File: config.mk
export PLATFORM = sky130hd
export DESIGN_NAME = pulpemu_cam_emu
export DESIGN_NICKNAME = d
export VERILOG_FILES = /design/src/rtl/pulpemu_cam_emu.sv
export SDC_FILE = /design/constraint.sdc
export NUM_CORES = 1
export LEC_CHECK = 0
export ABC_AREA = 1
export CORE_MARGIN = 5
export CORE_UTILIZATION = 60
export DETAILED_ROUTE_END_ITERATION = 6
export PLACE_DENSITY_LB_ADDON = 0.25
export REMOVE_ABC_BUFFERS = 1
export SLEW_MARGIN = 40
export SYNTH_ARGS = -nofsm -noshare
export SYNTH_HDL_FRONTEND = slang
export SYNTH_SLANG_ARGS = --single-unit
File: constraint.sdc
create_clock -name clk_i -period 11.2 [get_ports clk_i]
set_input_delay 1.68 -clock clk_i [delete_from_list [all_inputs] [get_ports clk_i]]
set_output_delay 1.68 -clock clk_i [all_outputs]
set_load 0.005 [all_outputs]
File: src/rtl/pulpemu_cam_emu.sv
// pulpemu_cam_emu: synthetic CPI camera source (pclk/vsync/href/data) with frame/line FSM and test patterns.
// Define PULPEMU_CAM_EMU_FRAME_TAG_EN to stamp frame_cnt_o into pixels x=0,1 of line 0.
module pulpemu_cam_emu #(
  parameter int IMG_W        = 320,
  parameter int IMG_H        = 240,
  parameter int HBLANK       = 16,
  parameter int VSYNC_LINES  = 2,
  parameter int VBLANK_LINES = 4,
  parameter int PCLK_DIV     = 4
) (
  input  logic        clk_i,
  input  logic        rst_ni,
  input  logic        en_i,
  input  logic [1:0]  pattern_sel_i,
  output logic        cam_pclk_o,
  output logic        cam_vsync_o,
  output logic        cam_hsync_o,
  output logic [7:0]  cam_data_o,
  output logic [15:0] frame_cnt_o,
  output logic        busy_o
);
  localparam int LINE = IMG_W + HBLANK;
  localparam int DW = PCLK_DIV > 2 ? $clog2(PCLK_DIV) : 1;
  typedef enum logic [1:0] {IDLE, VSYNC, VBLANK, ACTIVE} state_t;
  state_t state, state_d;
  logic [DW-1:0] div_cnt, div_d;
  logic [15:0] x, y, x_d, y_d, fc_d;
  logic [1:0] pat, pat_d;
  logic [7:0] pix;
  logic tick, line_end, last_line, act_d;
  assign tick = div_cnt == DW'(PCLK_DIV - 1);
  assign div_d = tick ? '0 : div_cnt + 1'b1;
  assign line_end = x == 16'(LINE - 1);
  assign last_line = (state == VSYNC  && y == 16'(VSYNC_LINES - 1))  ||
                     (state == VBLANK && y == 16'(VBLANK_LINES - 1)) ||
                     (state == ACTIVE && y == 16'(IMG_H - 1));
  assign busy_o = state != IDLE;
  always_comb begin
    state_d = state;
    x_d = x;
    y_d = y;
    pat_d = pat;
    fc_d = frame_cnt_o;
    if (tick) begin
      if (state == IDLE) begin
        if (en_i) begin
          state_d = VSYNC;
          pat_d = pattern_sel_i;
          x_d = '0;
          y_d = '0;
        end
      end else begin
        x_d = line_end ? '0 : x + 16'd1;
        if (line_end) begin
          y_d = last_line ? '0 : y + 16'd1;
          if (last_line) begin
            case (state)
              VSYNC:  state_d = VBLANK;
              VBLANK: state_d = ACTIVE;
              ACTIVE: begin
                fc_d = frame_cnt_o + 16'd1;
                state_d = en_i ? VSYNC : IDLE;
                pat_d = en_i ? pattern_sel_i : pat;
              end
              default: state_d = IDLE;
            endcase
          end
        end
      end
    end
  end
  // Outputs are computed from the post-tick position so they land in the same flop update as the FSM.
  always_comb begin
    pix = pat_d == 2'd0 ? x_d[7:0] :
          pat_d == 2'd1 ? y_d[7:0] :
          pat_d == 2'd2 ? {8{x_d[3] ^ y_d[3]}} :
                          x_d[7:0] + y_d[7:0] + fc_d[7:0];
`ifdef PULPEMU_CAM_EMU_FRAME_TAG_EN
    if (y_d == 16'd0 && x_d < 16'd2) pix = x_d[0] ? fc_d[7:0] : fc_d[15:8];
`endif
  end
  assign act_d = state_d == ACTIVE && x_d < 16'(IMG_W);
  always_ff @(posedge clk_i or negedge rst_ni) begin
    if (!rst_ni) begin
      div_cnt <= '0;
      cam_pclk_o <= 1'b0;
      state <= IDLE;
      x <= '0;
      y <= '0;
      pat <= '0;
      frame_cnt_o <= '0;
      cam_vsync_o <= 1'b0;
      cam_hsync_o <= 1'b0;
      cam_data_o <= '0;
    end else begin
      div_cnt <= div_d;
      cam_pclk_o <= div_d >= DW'(PCLK_DIV / 2);
      state <= state_d;
      x <= x_d;
      y <= y_d;
      pat <= pat_d;
      frame_cnt_o <= fc_d;
      if (tick) begin
        cam_vsync_o <= state_d == VSYNC;
        cam_hsync_o <= act_d;
        cam_data_o <= act_d ? pix : 8'h00;
      end
    end
  end
endmodule

==> results of run 1 <==
==> synthesized netlist by cell type (3+ instances only) <==
master and count:
nand2_4 5, nor2_4 4, o21ai_0 19, inv_1 98
xor2_1 14, nand3_1 52, nand3_2 4, xnor2_1 7
ha_1 16, nand2_2 6, o22ai_1 11, nand2_1 177
nor2_2 4, o21ai_1 6, inv_2 14, a21oi_1 12
buf_2 4, nor2_1 59, nand3_4 3, dfrtp_1 64
nor3_1 6, nand4_1 24, fa_1 8, clkbuf_1 4
nor4_1 3
==> logic make-up (layout without fill, tap and decap cells) <==
group                    count (synthesis)  in the layout  share of synthesized area
AND/OR/NAND/NOR                        357            357                     0.3671
buffers and inverters                  122            163                    0.09976
flip-flops                              64             64                     0.3433
AO/OA/AOI/OAI                           58             58                    0.07321
adder cells (fa/ha/maj)                 24             24                    0.07723
XOR/XNOR                                21             21                    0.03942
==> worst max-delay path, delay by kind of cell <==
family / cells / cell delay, ns
fa+ha+maj: 3 / 1.14
simple gates: 12 / 1.31
buf+inv: 3 / 0.92
compound gates: 2 / 0.54
==> placed cells by master (no fill, tap or decap), types with 12 or more instances in the layout <==
cell type,n
a21oi_1,12
clkdlybuf4s50_1,31
dfrtp_1,64
ha_1,16
inv_1,98
inv_2,14
nand2_1,177
nand3_1,52
nand4_1,24
nor2_1,59
o21ai_0,19
xor2_1,14
==> layout make-up <==
cell class                      count  area (sq um)  share of cell area
Clock inverter                      3         40.04            0.007578
Clock buffer                       13         158.9             0.03007
Timing Repair Buffer               33         326.6             0.06180
Tap cell                          102         127.6             0.02415
Multi-Input combinational cell    460          2599              0.4918
Sequential cell                    64          1602              0.3031
Inverter                          114         430.4             0.08146
==> power by group through the flow <==
stage               registers, mW  clock network [mW]  logic [mW]
finish                      0.231               0.203     0.00647
detailed placement          0.235                   0     0.00667
global placement            0.235                   0     0.00651
CTS                         0.231               0.208     0.00668
floorplan                   0.236                   0   0.0000706
global route                0.231               0.219     0.00767
==> sequential cells by signal, indices dropped and copies added, names as in the netlist <==
signal,count
y,16
cam_data_o,8
cam_pclk_o,1
cam_vsync_o,1
cam_hsync_o,1
pat,2
x,16
state,2
div_cnt,1
frame_cnt_o,16
==> metrics by stage <==
step	instance area, sq um	setup slack (ns)
finish	5284	5.852
global route	5284	5.557
global placement	5081	5.731
detailed placement	5081	5.562
CTS	5280	5.925
floorplan	4631	6.644
==> per-layer routing <==
layer,part of all wire,GRT usage
met5,0,0
met4,0.029,0.1040
met3,0.056,0.03643
met2,0.48,0.4251
met1,0.43,0.3469
==> worst paths after layout <==
check	startpoint	end	slack, ns	cells past startpoint
setup reg to reg	state[0]	cam_data_o[7]	6.32	22
hold reg to reg	div_cnt[0]	div_cnt[0]	0.43	1
setup / recovery	en_i	cam_data_o[7]	5.85	20
hold / removal	div_cnt[0]	div_cnt[0]	0.43	1
min in group asynchronous	rst_ni	x[9]	1.42	2
max in group asynchronous	rst_ni	x[8]	9.36	2
==> results.sh, run 1 <==
export IMPL_ys_warn_count=0
export IMPL_worstHoldPathType="register to register"
export IMPL_synth_top_area_share=0.3433
export IMPL_syn_area_sq_mm=0.004666
export IMPL_numCtsBuffers=9
export IMPL_max_freq_ghz=0.1870
export IMPL_syn_inst=646
export IMPL_fin_tns_setup_ns=0
export IMPL_drt_iter0_drc=280
export IMPL_port_buffers=32
export IMPL_min_period_ns=5.348
export IMPL_hold_buffers=0
export IMPL_diodes=0
export IMPL_criticalPathCategory="input pin to register"
export IMPL_tritoncts="built"
export IMPL_core_area_sq_mm=0.007647
export IMPL_dr_pass1_iters=5
export IMPL_leakage_nw=2.856
export IMPL_async_flop_share=1.000
export IMPL_viasPerCell=5.496
export IMPL_start_util=0.6101
export IMPL_post_dp_hpwl_mm=9.005
export IMPL_drive_gt1_frac=0.09461
export IMPL_p_total_uw=440.3
export IMPL_synth_top_cell_by_area="dfrtp_1"
export IMPL_ant_nets=0
export IMPL_synthTopCellsByArea="dfrtp_1 (34%), nand2_1 (14%), inv_1 (7.9%)"
export IMPL_die_w_um=98.18
export IMPL_finalMaxSlewViolations=0
export IMPL_syn_to_final_growth_pct=13.25
export IMPL_post_route_period_util=0.4775
export IMPL_yosys_register_bits=64
export IMPL_rows=32
export IMPL_cpMostUsedCell="nand2_1"
export IMPL_htree_levels=3
export IMPL_hold_violations=0
export IMPL_synth_area_per_cell_sq_um=7.222
export IMPL_tightestPinTransition_ns=0.5994
export IMPL_clk_pin_slew_ns=0.07
export IMPL_p_seq_frac=0.525
export IMPL_yosys_cell_types_count=43
export IMPL_grt_pass1_wl_mm=20.12
export IMPL_grt_max_degree=65
export IMPL_cts_repair_resized=0
export IMPL_setup_viol_count_final=0
export IMPL_die_height_um=98.18
export IMPL_grt_util_all_layers=0.2593
export IMPL_stdcell_count=789
export IMPL_ys_seq_area_frac=0.3433
export IMPL_swShare=0.2121
export IMPL_p_sw_uw=93.37
export IMPL_ios=33
export IMPL_comb_power_share=0.015
export IMPL_worstSkewPairLatency_ns=0.34
export IMPL_wl_mm=11.94
export IMPL_worst_ep_arrival_time_ns=5.59
export IMPL_critPathLaunchType="input pin"
export IMPL_endpoint_kind="register"
export IMPL_cp_cell_sequence="clkdlybuf4s50_1 -> nand2_1 -> nand2_1 -> inv_1 -> a22o_1 -> fa_1 -> ha_1 -> fa_1 -> nand3_1 -> nand2_1 -> nand2_1 -> nand2_1 -> a21oi_1 -> nand3_1 -> nand2_1 -> inv_1 -> nand3_1 -> nand3_1 -> nand3_1 -> nand2_1"
export IMPL_powerDensity_mw_per_mm2=83.33
export IMPL_intPower_uw=346.9
export IMPL_cts_sinks=64
export IMPL_cp_slowest_cell="clkdlybuf4s50_1"
export IMPL_grt_antenna_before_repair=0
export IMPL_max_cap_viol_count=0
export IMPL_overflow=0
export IMPL_synth_main_ff_cell="dfrtp_1"
export IMPL_vias=4336
export IMPL_path_max_fanout=15
export IMPL_clock_skew_final_ns=0.007454
export IMPL_n_fill_cell=650
export IMPL_place_inst=773
export IMPL_slowest_delay_ns=0.51
export IMPL_slew_headroom=0.6004
export IMPL_critPathRequiredTime_ns=11.44
export IMPL_postCtsSetupBuffers=0
export IMPL_final_util=0.6909
export IMPL_clockBufferDepth=2
export IMPL_peakVddDrop_v=0.00006258
export IMPL_post_route_drc_count=0
export IMPL_die_area_sq_mm=0.009639
export IMPL_synth_edf_count=0
export IMPL_final_net_count=711
export IMPL_cts_root_buf="clkbuf_8"
export IMPL_grt_pass1_vias=4152
export IMPL_wire_per_inst_um=15.13
export IMPL_place_congestion=0.9635
export IMPL_rsz0062_at_grt="false"
export IMPL_status="complete, no violations"
export IMPL_holdWs_ns=0.4262
export IMPL_clkPwrFrac=0.461
Note: power is estimated with default switching activity, not from simulation.
==> run 2, diff against run 1 <==
--- a/config.mk
+++ b/config.mk
@@ -7,7 +7,7 @@
 export LEC_CHECK = 0
 export ABC_AREA = 1
 export CORE_MARGIN = 5
-export CORE_UTILIZATION = 60
+export CORE_UTILIZATION = 54
 export DETAILED_ROUTE_END_ITERATION = 6
 export PLACE_DENSITY_LB_ADDON = 0.25
 export REMOVE_ABC_BUFFERS = 1
==> constraint.sdc (replaced) <==
create_clock -name clk_i -period 4.4 [get_ports clk_i]
set_input_delay 0.66 -clock clk_i [delete_from_list [all_inputs] [get_ports clk_i]]
set_output_delay 0.66 -clock clk_i [all_outputs]
set_load 0.005 [all_outputs]
==> results.sh, run 2 (same netlist as run 1, synthesis figures left out) <==
export IMPL_place_congestion=0.9764
export IMPL_layout_commonest_cell="nand2_1"
export IMPL_max_cap_viol_count=0
export IMPL_vias=4271
export IMPL_ios=33
export IMPL_wl_mm=11.83
export IMPL_tritoncts="built"
export IMPL_final_util=0.6238
export IMPL_rows=34
export IMPL_syn_to_final_growth_pct=14.32
export IMPL_critPathRequiredTime_ns=4.65
export IMPL_post_dp_hpwl_mm=9.193
export IMPL_core_area_sq_mm=0.008551
export IMPL_regArea_sq_mm=0.001602
export IMPL_holdWs_ns=0.2619
export IMPL_port_buffers=32
export IMPL_setup_viol_count_final=0
export IMPL_start_util=0.5457
export IMPL_dp_slack_ns=0.2568
export IMPL_grt_max_degree=39
export IMPL_worst_slack_ns=0.2682
export IMPL_grt_pass1_vias=4132
export IMPL_top_regs="frame_cnt_o x16, x x16, y x16"
export IMPL_finalMaxSlewViolations=0
export IMPL_dr_pass1_iters=4
export IMPL_worst_ep_arrival_time_ns=4.38
export IMPL_grt_pass1_wl_mm=19.60
export IMPL_stdcell_count=802
export IMPL_min_period_ns=4.132
export IMPL_diodes=0
export IMPL_n_fill_cell=749
export IMPL_path_max_fanout=8
export IMPL_dpl_cell_area_sq_mm=0.005144
export IMPL_fin_tns_setup_ns=0
export IMPL_comb_power_share=0.015
export IMPL_critPathLaunchType="register"
export IMPL_worstSkewPairLatency_ns=0.36
export IMPL_numCtsBuffers=9
export IMPL_grt_antenna_before_repair=0
export IMPL_die_w_um=103.0
export IMPL_post_route_period_util=0.9390
export IMPL_swShare=0.2352
export IMPL_p_seq_frac=0.529
export IMPL_status="complete, no violations"
export IMPL_multi_input_area_sq_mm=0.002601
export IMPL_grt_util_all_layers=0.2399
export IMPL_hold_violations=0
export IMPL_hold_buffers=0
export IMPL_place_inst=786
export IMPL_htree_levels=3
export IMPL_clk_pin_slew_ns=0.07
export IMPL_leakage_nw=2.874
export IMPL_p_total_mw=1.111
export IMPL_drt_iter0_drc=214
export IMPL_intPower_uw=850.0
export IMPL_powerDensity_mw_per_mm2=208.4
export IMPL_viasPerCell=5.325
export IMPL_max_freq_ghz=0.2420
export IMPL_rsz0062_at_grt="false"
export IMPL_criticalPathCategory="register to register"
export IMPL_clock_skew_final_ns=0.008232
export IMPL_final_area_sq_mm=0.005334
export IMPL_tightestPinTransition_ns=0.5400
export IMPL_p_sw_uw=261.3
export IMPL_ant_nets=0
export IMPL_wire_per_inst_um=14.74
export IMPL_final_cell_mix="nand2_1 (177), inv_1 (98), dfrtp_1 (64), nor2_1 (59), nand3_1 (52)"
export IMPL_clkPwrFrac=0.456
export IMPL_die_height_um=103.0
export IMPL_slew_headroom=0.6362
export IMPL_final_net_count=718
export IMPL_cts_root_buf="clkbuf_8"
export IMPL_endpoint_kind="register"
export IMPL_post_route_drc_count=0
export IMPL_die_area_sq_mm=0.01060
export IMPL_overflow=0
export IMPL_cts_sinks=64
export IMPL_clockBufferDepth=2
export IMPL_peakVddDrop_v=0.0001402
export IMPL_worstHoldPathType="input pin to asynchronous set/reset pin"
export IMPL_drive_gt1_frac=0.1066
## run 2: cell count changes in the layout (fill, tap and decap cells not counted), sizes merged
cell      previous run  this run
clkinv               3         4
clkinvlp             0         2
buf                  2         9
clkbuf              13        10
## run 2: area by class of cell
cell class,count,area share
multi-input cells,460,0.4877
well taps,108,0.02533
clock buffers,10,0.02393
flip-flops and latches,64,0.3003
repair buffers,40,0.07084
clock inverters,6,0.01126
inverters,114,0.08069
## run 2: power groups by stage
stage	Clock [mW]	Sequential, mW	Combinational, mW
floorplan	0	0.599	0.000177
global placement	0	0.599	0.0172
detailed placement	0	0.599	0.0176
CTS	0.517	0.588	0.0175
global route	0.541	0.588	0.0198
finish	0.507	0.588	0.0163
## run 2: final timing paths
| check | startpoint | end | slack, ns | cells after the start |
|---|---|---|---|---|
| setup / recovery | x[1] | cam_data_o[7] | 0.27 | 26 |
| hold reg to reg | div_cnt[0] | div_cnt[0] | 0.44 | 1 |
| hold / removal | rst_ni | div_cnt[0] | 0.26 | 1 |
| min in group clk_i | div_cnt[0] | div_cnt[0] | 0.44 | 1 |
| max in group asynchronous | rst_ni | y[2] | 3.38 | 2 |
| setup reg to reg | x[1] | cam_data_o[7] | 0.27 | 26 |
## run 2: timing repair
item | 4_1_cts | 5_1_grt
setup endpoints to repair | 0 | 1
setup buffers | 0 | 0
resized for setup | 0 | 1
hold endpoints to repair | 0 | 0
## run 2: critical path: stages, from the launching register on
cell and delay [ns]:
dfrtp_1 0.38, ha_2 0.26, nand2_2 0.12, nor2_8 0.17
nand3_2 0.11, nor2_4 0.20, nand3_4 0.15, nor2_4 0.18
inv_2 0.07, nor4_2 0.19, or2_2 0.16, nand2_1 0.08
fa_1 0.51, inv_1 0.04, ha_1 0.35, a21oi_1 0.19
nand2_1 0.08, nand2_1 0.09, nand2_1 0.06, a21oi_1 0.16
nand3_1 0.10, nand2_1 0.09, inv_1 0.05, nand3_1 0.06
nand3_1 0.07, nand3_1 0.08, nand2_1 0.05
## run 2: per-layer routing
metal	routed length, um	GRT usage
met1	5354	0.3172
met2	5680	0.3937
met3	527	0.04398
met4	263	0.08765
met5	0	0
==> run 3, diff against run 2 <==
--- a/config.mk
+++ b/config.mk
@@ -11,6 +11,7 @@
 export DETAILED_ROUTE_END_ITERATION = 6
 export PLACE_DENSITY_LB_ADDON = 0.25
 export REMOVE_ABC_BUFFERS = 1
+export SETUP_SLACK_MARGIN = 0.4
 export SLEW_MARGIN = 40
 export SYNTH_ARGS = -nofsm -noshare
 export SYNTH_HDL_FRONTEND = slang
==> results.sh, run 3 (same netlist as run 1, synthesis figures left out) <==
export IMPL_status="complete, no violations"
export IMPL_core_area_sq_mm=0.008551
export IMPL_critPathRequiredTime_ns=4.65
export IMPL_setup_viol_count_final=0
export IMPL_rsz0062_at_grt="true"
export IMPL_place_inst=786
export IMPL_min_period_ns=3.989
export IMPL_rr_endpoint="cam_data_o[6]"
export IMPL_r2r_setup_slack_ns=0.41
export IMPL_final_util=0.6516
export IMPL_tightestPinTransition_ns=0.5395
export IMPL_htree_levels=3
export IMPL_finalMaxSlewViolations=0
export IMPL_diodes=0
export IMPL_criticalPathCategory="register to register"
export IMPL_endpoint_kind="register"
export IMPL_ios=33
export IMPL_dr_pass1_iters=5
export IMPL_wire_per_inst_um=15.35
export IMPL_hold_violations=0
export IMPL_grt_antenna_before_repair=0
export IMPL_slowest_delay_ns=0.50
export IMPL_comb_power_share=0.015
export IMPL_r2r_start="x[0]"
export IMPL_grt_max_degree=39
export IMPL_start_util=0.5457
export IMPL_p_sw_uw=263.5
export IMPL_port_buffers=32
export IMPL_tritoncts="built"
export IMPL_grt_pass1_vias=4129
export IMPL_stdcell_count=813
export IMPL_post_route_drc_count=0
export IMPL_clock_skew_final_ns=0.006782
export IMPL_grt_util_all_layers=0.2412
export IMPL_post_dp_hpwl_mm=9.193
export IMPL_numCtsBuffers=9
export IMPL_worst_ep_arrival_time_ns=4.24
export IMPL_layout_commonest_cell="nand2_1"
export IMPL_drive_gt1_frac=0.1589
export IMPL_peakVddDrop_v=0.0001405
export IMPL_overflow=0
export IMPL_worstHoldPathType="input pin to asynchronous set/reset pin"
export IMPL_top_regs="frame_cnt_o x16, x x16, y x16"
export IMPL_cts_sinks=64
export IMPL_rows=34
export IMPL_vias=4398
export IMPL_clockBufferDepth=2
export IMPL_clk_pin_slew_ns=0.08
export IMPL_hold_buffers=0
export IMPL_die_height_um=103.0
export IMPL_wl_mm=12.48
export IMPL_cts_root_buf="clkbuf_8"
export IMPL_syn_to_final_growth_pct=19.42
export IMPL_rr_worst_depth=22
export IMPL_die_area_sq_mm=0.01060
export IMPL_p_total_mw=1.113
export IMPL_path_max_fanout=7
export IMPL_leakage_nw=2.932
export IMPL_cp_cell_sequence="ha_4 -> nand2_4 -> nor2_8 -> nand3_4 -> nor2_4 -> nand3_4 -> nor2_4 -> nand2_2 -> or3_4 -> xor2_4 -> inv_2 -> fa_1 -> inv_1 -> ha_4 -> inv_1 -> o21ai_0 -> xnor2_1 -> nand2_1 -> nand3_1 -> nand2_1 -> nand2_1 -> nand2_1"
export IMPL_intPower_uw=850.0
export IMPL_max_cap_viol_count=0
export IMPL_fin_tns_setup_ns=0
export IMPL_final_net_count=729
export IMPL_p_seq_frac=0.528
export IMPL_ant_nets=0
export IMPL_grt_pass1_wl_mm=19.69
export IMPL_swShare=0.2367
export IMPL_drt_iter0_drc=254
export IMPL_viasPerCell=5.410
export IMPL_cpMostUsedCell="nand2_1"
export IMPL_worstSkewPairLatency_ns=0.36
export IMPL_powerDensity_mw_per_mm2=199.9
export IMPL_place_congestion=0.9764
export IMPL_post_route_period_util=0.9066
export IMPL_slew_headroom=0.6365
export IMPL_critPathLaunchType="register"
export IMPL_die_w_um=103.0
export IMPL_cp_slowest_cell="fa_1"
export IMPL_clkPwrFrac=0.457
export IMPL_final_cell_mix="nand2_1 (175), inv_1 (95), dfrtp_1 (61), nor2_1 (55), nand3_1 (52)"
export IMPL_max_freq_ghz=0.2507
[run 3: cell count changes in the layout (fill, tap and decap cells not counted), sizes merged]
cell / previous run / this run
buf: 9 / 20
[run 3: area by class of cell]
cell class / instances / area, sq um
clock buffers: 10 / 127.6
clock inverters: 6 / 60.06
fillers: 720 / 2979
inverters: 114 / 430.4
multi-input cells: 460 / 2753
flip-flops and latches: 64 / 1605
well taps: 108 / 135.1
repair buffers: 51 / 460.4
[run 3: worst max-delay path by stage]
stage	startpoint	slack [ns]	end	depth (start not counted)
final	x[0]	0.41	cam_data_o[6]	22
after global routing	x[0]	0.30	cam_data_o[6]	22
after CTS	y[0]	0.40	cam_data_o[7]	26
after detailed placement	x[1]	0.26	cam_data_o[7]	26
after global placement	en_i	0.40	cam_data_o[6]	19
after floorplan	state[0]	0.46	cam_data_o[7]	22
[run 3: per-stage QoR]
stage          instance area [sq um]  hold WS (ns)  worst slack (ns)
4_1_cts                         5354        0.2746            0.4012
6_report                        5572        0.2628            0.4108
3_3_place_gp                    5141        0.4237            0.4033
3_5_place_dp                    5144        0.4340            0.2568
5_1_grt                         5572        0.3063            0.2969
2_1_floorplan                   4631        0.3644            0.4602
[run 3: per-layer routing]
layer,vias up,wire length (um),GRT usage
met5,-,0,0
met4,0,253,0.08167
met3,25,705,0.04330
met2,135,6092,0.3991
met1,2069,5429,0.3194
li1,2169,-,-
[run 3: power groups by stage]
| stage | clock network [mW] | registers (mW) | logic, mW |
|---|---|---|---|
| global placement | 0 | 0.599 | 0.0172 |
| detailed placement | 0 | 0.599 | 0.0176 |
| finish | 0.509 | 0.588 | 0.0164 |
| floorplan | 0 | 0.599 | 0.000177 |
| CTS | 0.517 | 0.588 | 0.0175 |
| global route | 0.541 | 0.588 | 0.0198 |
[run 3: what timing repair did]
item                                    4_1_cts  5_1_grt
endpoints found under the setup margin        2        4
gates resized for setup                       3       31
buffers inserted                              1       10
pin swaps                                     1       15
[run 3: critical path, delay by kind of cell (launching register included)]
kind / cells / cell delay, ns
simple gates: 13 / 1.69
fa+ha+maj: 3 / 0.95
flops: 1 / 0.40
xor+xnor: 2 / 0.36
compound gates: 1 / 0.30
buf+inv: 3 / 0.16
==> variant 1 (settings of run 3) <==
Put one more register stage on the output `frame_cnt_o`, cleared by the reset. The value now appears one clock later. The other outputs are not delayed to match.
--- a/src/rtl/pulpemu_cam_emu.sv
+++ b/src/rtl/pulpemu_cam_emu.sv
@@ -23,4 +23,6 @@
   localparam int DW = PCLK_DIV > 2 ? $clog2(PCLK_DIV) : 1;
   typedef enum logic [1:0] {IDLE, VSYNC, VBLANK, ACTIVE} state_t;
+
+  logic [15:0] frame_cnt_s0;
   state_t state, state_d;
   logic [DW-1:0] div_cnt, div_d;
@@ -41,5 +43,5 @@
     y_d = y;
     pat_d = pat;
-    fc_d = frame_cnt_o;
+    fc_d = frame_cnt_s0;
     if (tick) begin
       if (state == IDLE) begin
@@ -59,5 +61,5 @@
               VBLANK: state_d = ACTIVE;
               ACTIVE: begin
-                fc_d = frame_cnt_o + 16'd1;
+                fc_d = frame_cnt_s0 + 16'd1;
                 state_d = en_i ? VSYNC : IDLE;
                 pat_d = en_i ? pattern_sel_i : pat;
@@ -89,5 +91,5 @@
       y <= '0;
       pat <= '0;
-      frame_cnt_o <= '0;
+      frame_cnt_s0 <= '0;
       cam_vsync_o <= 1'b0;
       cam_hsync_o <= 1'b0;
@@ -100,5 +102,5 @@
       y <= y_d;
       pat <= pat_d;
-      frame_cnt_o <= fc_d;
+      frame_cnt_s0 <= fc_d;
       if (tick) begin
         cam_vsync_o <= state_d == VSYNC;
@@ -108,4 +110,12 @@
     end
   end
+  always_ff @(posedge clk_i or negedge rst_ni) begin
+    if (!rst_ni) begin
+      frame_cnt_o <= '0;
+    end else begin
+      frame_cnt_o <= frame_cnt_s0;
+    end
+  end
+
 endmodule
 
Function: same outputs for any inputs over 10 cycles, from zero or initial values and one cycle with rst_ni low; that may be too few to reach the edited logic, so the function may still have changed.
==> variant 1 against run 3 <==
- wire length down 1.2%
- utilization up 0.25 points
- power is 25% higher
- setup slack improved by 0.17 ns
- cell area rose by 6.9%
- sequential cell count grew 16
- sequential share of layout area up 4.8 points
- area after synthesis rose by 6.6%
- critical path type unchanged
- critical endpoint is now cam_data_o[7]$_DFFE_PN0P_
==> variant 1: results (changes against run 3) <==
** Outcome
- Run status: finished clean (unchanged).

** Pwr
- Clock-net power :: 637 µW (was 509 µW)
- The worst-case vdd ir drop is 0.000173 V (was 0.000140 V).
- The power consumed by combinational cells is 18.2 µW (was 16.4 µW).
- The leakage power total was 3.05 nW (was 2.93 nW).
- Sw Ratio :: 23.0% (was 23.7%)

** Critical path
- The register-to-register setup slack was 0.58 ns (was 0.41 ns).
- The delay contributed by the slowest stage of the critical path is 0.44 ns (was 0.50 ns).
- Maximum fanout count along the critical path :: 4 (was 7)
- Capture point of the worst reg-to-reg path :: cam_data_o[7]$_DFFE_PN0P_ (was cam_data_o[6]$_DFFE_PN0P_)

** GRT
- The first-pass GRT wire length was 20400 µm (was 19700 µm).
- Via count of the first global-routing pass :: 4189 (was 4129)
- Total track usage :: 22.8% (was 24.1%)
- The fraction of met2 tracks used by global routing came to 37.4% (was 39.9%).
- Maximum number of pins on one net before global-route repair :: 81 (was 39)
- The met3 usage in global routing was 3.89% (was 4.33%).

** Routing
- Routed via count :: 4291 (was 4398)
- Sum of met2 wire segment lengths after detailed routing :: 5980 µm (was 6090 µm)
- Iteration-0 DRC Markers :: 245 (was 254)
- Routed met1 length :: 5640 µm (was 5430 µm)
- The routed wire length on met3 is 540 µm (was 705 µm).

** Synth
- Fraction of the yosys area taken by sequential cells :: 40.3% (was 34.3%)
- Count of unique library cells instantiated by Yosys :: 40 (was 43)
- Ranking of synthesized cells by area: sky130_fd_sc_hd__dfrtp_1 (40%), sky130_fd_sc_hd__nand2_1 (9.8%), sky130_fd_sc_hd__inv_1 (7.0%), sky130_fd_sc_hd__nor2_1 (5.2%), sky130_fd_sc_hd__nand3_1 (4.2%) (was sky130_fd_sc_hd__dfrtp_1 (34%), sky130_fd_sc_hd__nand2_1 (14%), sky130_fd_sc_hd__inv_1 (7.9%), sky130_fd_sc_hd__nand3_1 (5.6%), sky130_fd_sc_hd__nor2_1 (4.7%)).

** STA
- The maximum clock skew at final layout came to 0.0136 ns (was 0.00678 ns).
- The relative max-transition margin is 51.2% (was 63.7%).

** Cells and area
- The final net count was 714 (was 729).
- Layout cells sized above 1 :: 19.4% (was 15.9%)

** Placement
- Placed inst area :: 5500 µm² (was 5140 µm²)
- HPWL Detailed :: 9320 µm (was 9190 µm)
- The routability congestion estimate from global placement was 0.897 (was 0.976).

** CTS
- The clock edge transition at the registers on the reported setup and hold paths came to 0.10 ns (was 0.08 ns).
## variant 1: through the flow
step	hold WS [ns]	power (mW)	setup WS, ns	util (%)	cells
finish	0.310	1.39	0.581	65.4	801
global route	0.396	1.44	0.339	65.4	801
detailed placement	0.364	0.769	0.121	60.4	771
CTS	0.365	1.40	0.413	63.7	793
global placement	0.360	0.768	0.248	60.3	771
floorplan	0.354	0.750	0.685	-	616
## variant 1: cell families after synthesis
| logic type | after synthesis | share of synthesized area [%] |
|---|---|---|
| flip-flops | 80 | 40.3 |
| adder cells (fa/ha/maj) | 24 | 7.25 |
| AND/OR/NAND/NOR | 318 | 32.2 |
| XOR/XNOR | 25 | 4.40 |
| buffers and inverters | 112 | 8.63 |
| AO/OA/AOI/OAI | 62 | 7.32 |
## variant 1: worst max-delay path by stage
stage | slack (ns) | end | depth (start not counted)
detailed placement | 0.12 | cam_data_o[7]$_DFFE_PN0P_ | 23
global route | 0.34 | cam_data_o[7]$_DFFE_PN0P_ | 27
global placement | 0.25 | cam_data_o[7]$_DFFE_PN0P_ | 23
finish | 0.58 | cam_data_o[7]$_DFFE_PN0P_ | 24
floorplan | 0.69 | cam_data_o[7]$_DFFE_PN0P_ | 23
CTS | 0.41 | cam_data_o[7]$_DFFE_PN0P_ | 22
## variant 1: what timing repair did
item | in CTS | in global routing
gates resized for setup | 6 | 28
setup buffers | 6 | 8
endpoints found under the setup margin | 1 | 3
pin swaps | 5 | 13
gates cloned | 0 | 0
## variant 1: final cells by class
type                       count  area (µm²)
fill                         771        3150
tap                          111         139
timing repair buffer          58         524
clock buffer                   9         124
multi-input combinational    429        2650
sequential                    80        2000
clock inverter                 7         111
inverter                     107         405
==> variant 2 (flow settings as in run 3) <==
Without the edit above. The option `PULPEMU_CAM_EMU_FRAME_TAG_EN` is turned on by a define.
--- a/src/rtl/pulpemu_cam_emu.sv
+++ b/src/rtl/pulpemu_cam_emu.sv
@@ -1,4 +1,6 @@
 // pulpemu_cam_emu: synthetic CPI camera source (pclk/vsync/href/data) with frame/line FSM and test patterns.
 // Define PULPEMU_CAM_EMU_FRAME_TAG_EN to stamp frame_cnt_o into pixels x=0,1 of line 0.
+`define PULPEMU_CAM_EMU_FRAME_TAG_EN
+
 module pulpemu_cam_emu #(
   parameter int IMG_W        = 320,
Check against the original RTL: same outputs for any inputs over 10 cycles, from zero or initial values and one cycle with rst_ni low; that may be too few to reach the edited logic, so the function may still have changed.
==> variant 2 against run 3 <==
- critical path depth increased by 6
- sequential cell count unchanged
- global-route usage grew 3.8 points
- cell area is 17% higher
- power up 1.9%
- clock power rose by 4%
- area after synthesis grew 12%
- wire length rose by 35%
- setup slack better by 0.17 ns
- highest routed layer unchanged
==> variant 2: results (changes against run 3) <==
** Outcome
- Run status: finished clean (unchanged).

** GRT
- The via count of the first global-routing pass is 5055 (was 4129).
- The aggregate global-route resource usage was 28.0% (was 24.1%).
- The first-pass GRT wire length was 25600 µm (was 19700 µm).

** Routing
- The routed length per placed instance was 16.3 µm (was 15.4 µm).
- The amount of wire on met2 after detailed routing was 7680 µm (was 6090 µm).
- Iteration-0 DRC Markers :: 471 (was 254)
- Routed met1 length :: 7210 µm (was 5430 µm)
- Routed via count :: 5860 (was 4398)

** Placement
- The half-perimeter wire length after placement was 12400 µm (was 9190 µm).
- The routability congestion estimate from global placement came to 0.936 (was 0.976).
- The post-placement cell count came to 993 (was 786).

** Critical path
- Arrival time at the worst endpoint :: 4.08 ns (was 4.24 ns)
- The reg-to-reg critical path startpoint was state[0]$_DFF_PN0_ (was x[0]$_DFF_PN0_).
- The worst reg2reg path depth came to 28 (was 22).
- The register-to-register setup slack is 0.58 ns (was 0.41 ns).

** Pwr
- The switching part of the total came to 24.7% (was 23.7%).
- Leak Pwr :: 3.33 nW (was 2.93 nW)
- The worst-case vdd ir drop was 0.000117 V (was 0.000140 V).

** Synth
- Ranking of synthesized cells by area :: sky130_fd_sc_hd__dfrtp_1 (31%), sky130_fd_sc_hd__nand2_1 (21%), sky130_fd_sc_hd__nand3_1 (8.4%), sky130_fd_sc_hd__nor2_1 (6.9%), sky130_fd_sc_hd__inv_1 (6.8%) (was sky130_fd_sc_hd__dfrtp_1 (34%), sky130_fd_sc_hd__nand2_1 (14%), sky130_fd_sc_hd__inv_1 (7.9%), sky130_fd_sc_hd__nand3_1 (5.6%), sky130_fd_sc_hd__nor2_1 (4.7%))
- The sequential area share after synthesis was 30.7% (was 34.3%).
- Commonest cells in the synthesized netlist: sky130_fd_sc_hd__nand2_1 (293), sky130_fd_sc_hd__nor2_1 (96), sky130_fd_sc_hd__inv_1 (95), sky130_fd_sc_hd__nand3_1 (87), sky130_fd_sc_hd__dfrtp_1 (64) (was sky130_fd_sc_hd__nand2_1 (177), sky130_fd_sc_hd__inv_1 (98), sky130_fd_sc_hd__dfrtp_1 (64), sky130_fd_sc_hd__nor2_1 (59), sky130_fd_sc_hd__nand3_1 (52)).

** Cells and area
- The count of filler cells inserted in the layout came to 823 (was 720).
- The final net count was 927 (was 729).
- Sequential cell area :: 1610 µm² (about the same)

** CTS
- Number of resized instances in the post-cts repair step :: 8 (was 3)

** STA
- Post-route clock skew :: 0.0101 ns (was 0.00678 ns)
==> variant 2: power groups by stage <==
stage,Clock (mW),Sequential (mW),Combinational (mW)
after floorplan,0,0.599,0.0000234
after global placement,0,0.599,0.0164
after detailed placement,0,0.599,0.0200
after CTS,0.529,0.588,0.0200
after global routing,0.566,0.588,0.0223
final,0.528,0.588,0.0190
==> variant 2: per-layer routing <==
metal  GRT usage, %  up-vias
met3           6.03       34
met1           40.1     2768
met5              0        -
met4           7.75        0
met2           42.6      300
li1               -     2758
==> variant 2: final cells by class <==
cell class / instances / area share (%)
Multi-Input combinational cell: 633 / 52.6
Sequential cell: 64 / 24.8
Timing Repair Buffer: 77 / 10.5
Inverter: 113 / 6.57
Tap cell: 129 / 2.48
Clock buffer: 9 / 1.91
Clock inverter: 7 / 1.12
==> variant 2: worst reg2reg max path: cells and delay by family (launching register included) <==
kind | cells | cell delay, ns
and+or+nand+nor | 17 | 1.27
DFF | 1 | 0.44
buffers and inverters | 4 | 0.32
adders and majority gates | 4 | 1.21
AOI/OAI and AO/OA | 3 | 0.50
==> variant 2: per-stage QoR <==
step	hold WS (ns)	setup WS (ns)	setup TNS [ns]
2_1_floorplan	0.364	-0.431	-0.579
3_3_place_gp	0.411	0.253	0
3_5_place_dp	0.417	0.115	0
4_1_cts	0.292	0.410	0
5_1_grt	0.313	0.311	0
6_report	0.270	0.582	0
==> variant 2: cell families after synthesis <==
group / Yosys count / synth area share (%)
adder cells (fa/ha/maj): 24 / 6.91
AND/OR/NAND/NOR: 544 / 45.9
XOR/XNOR: 8 / 1.34
AO/OA/AOI/OAI: 57 / 5.86
buffers and inverters: 125 / 9.31
flip-flops: 64 / 30.7
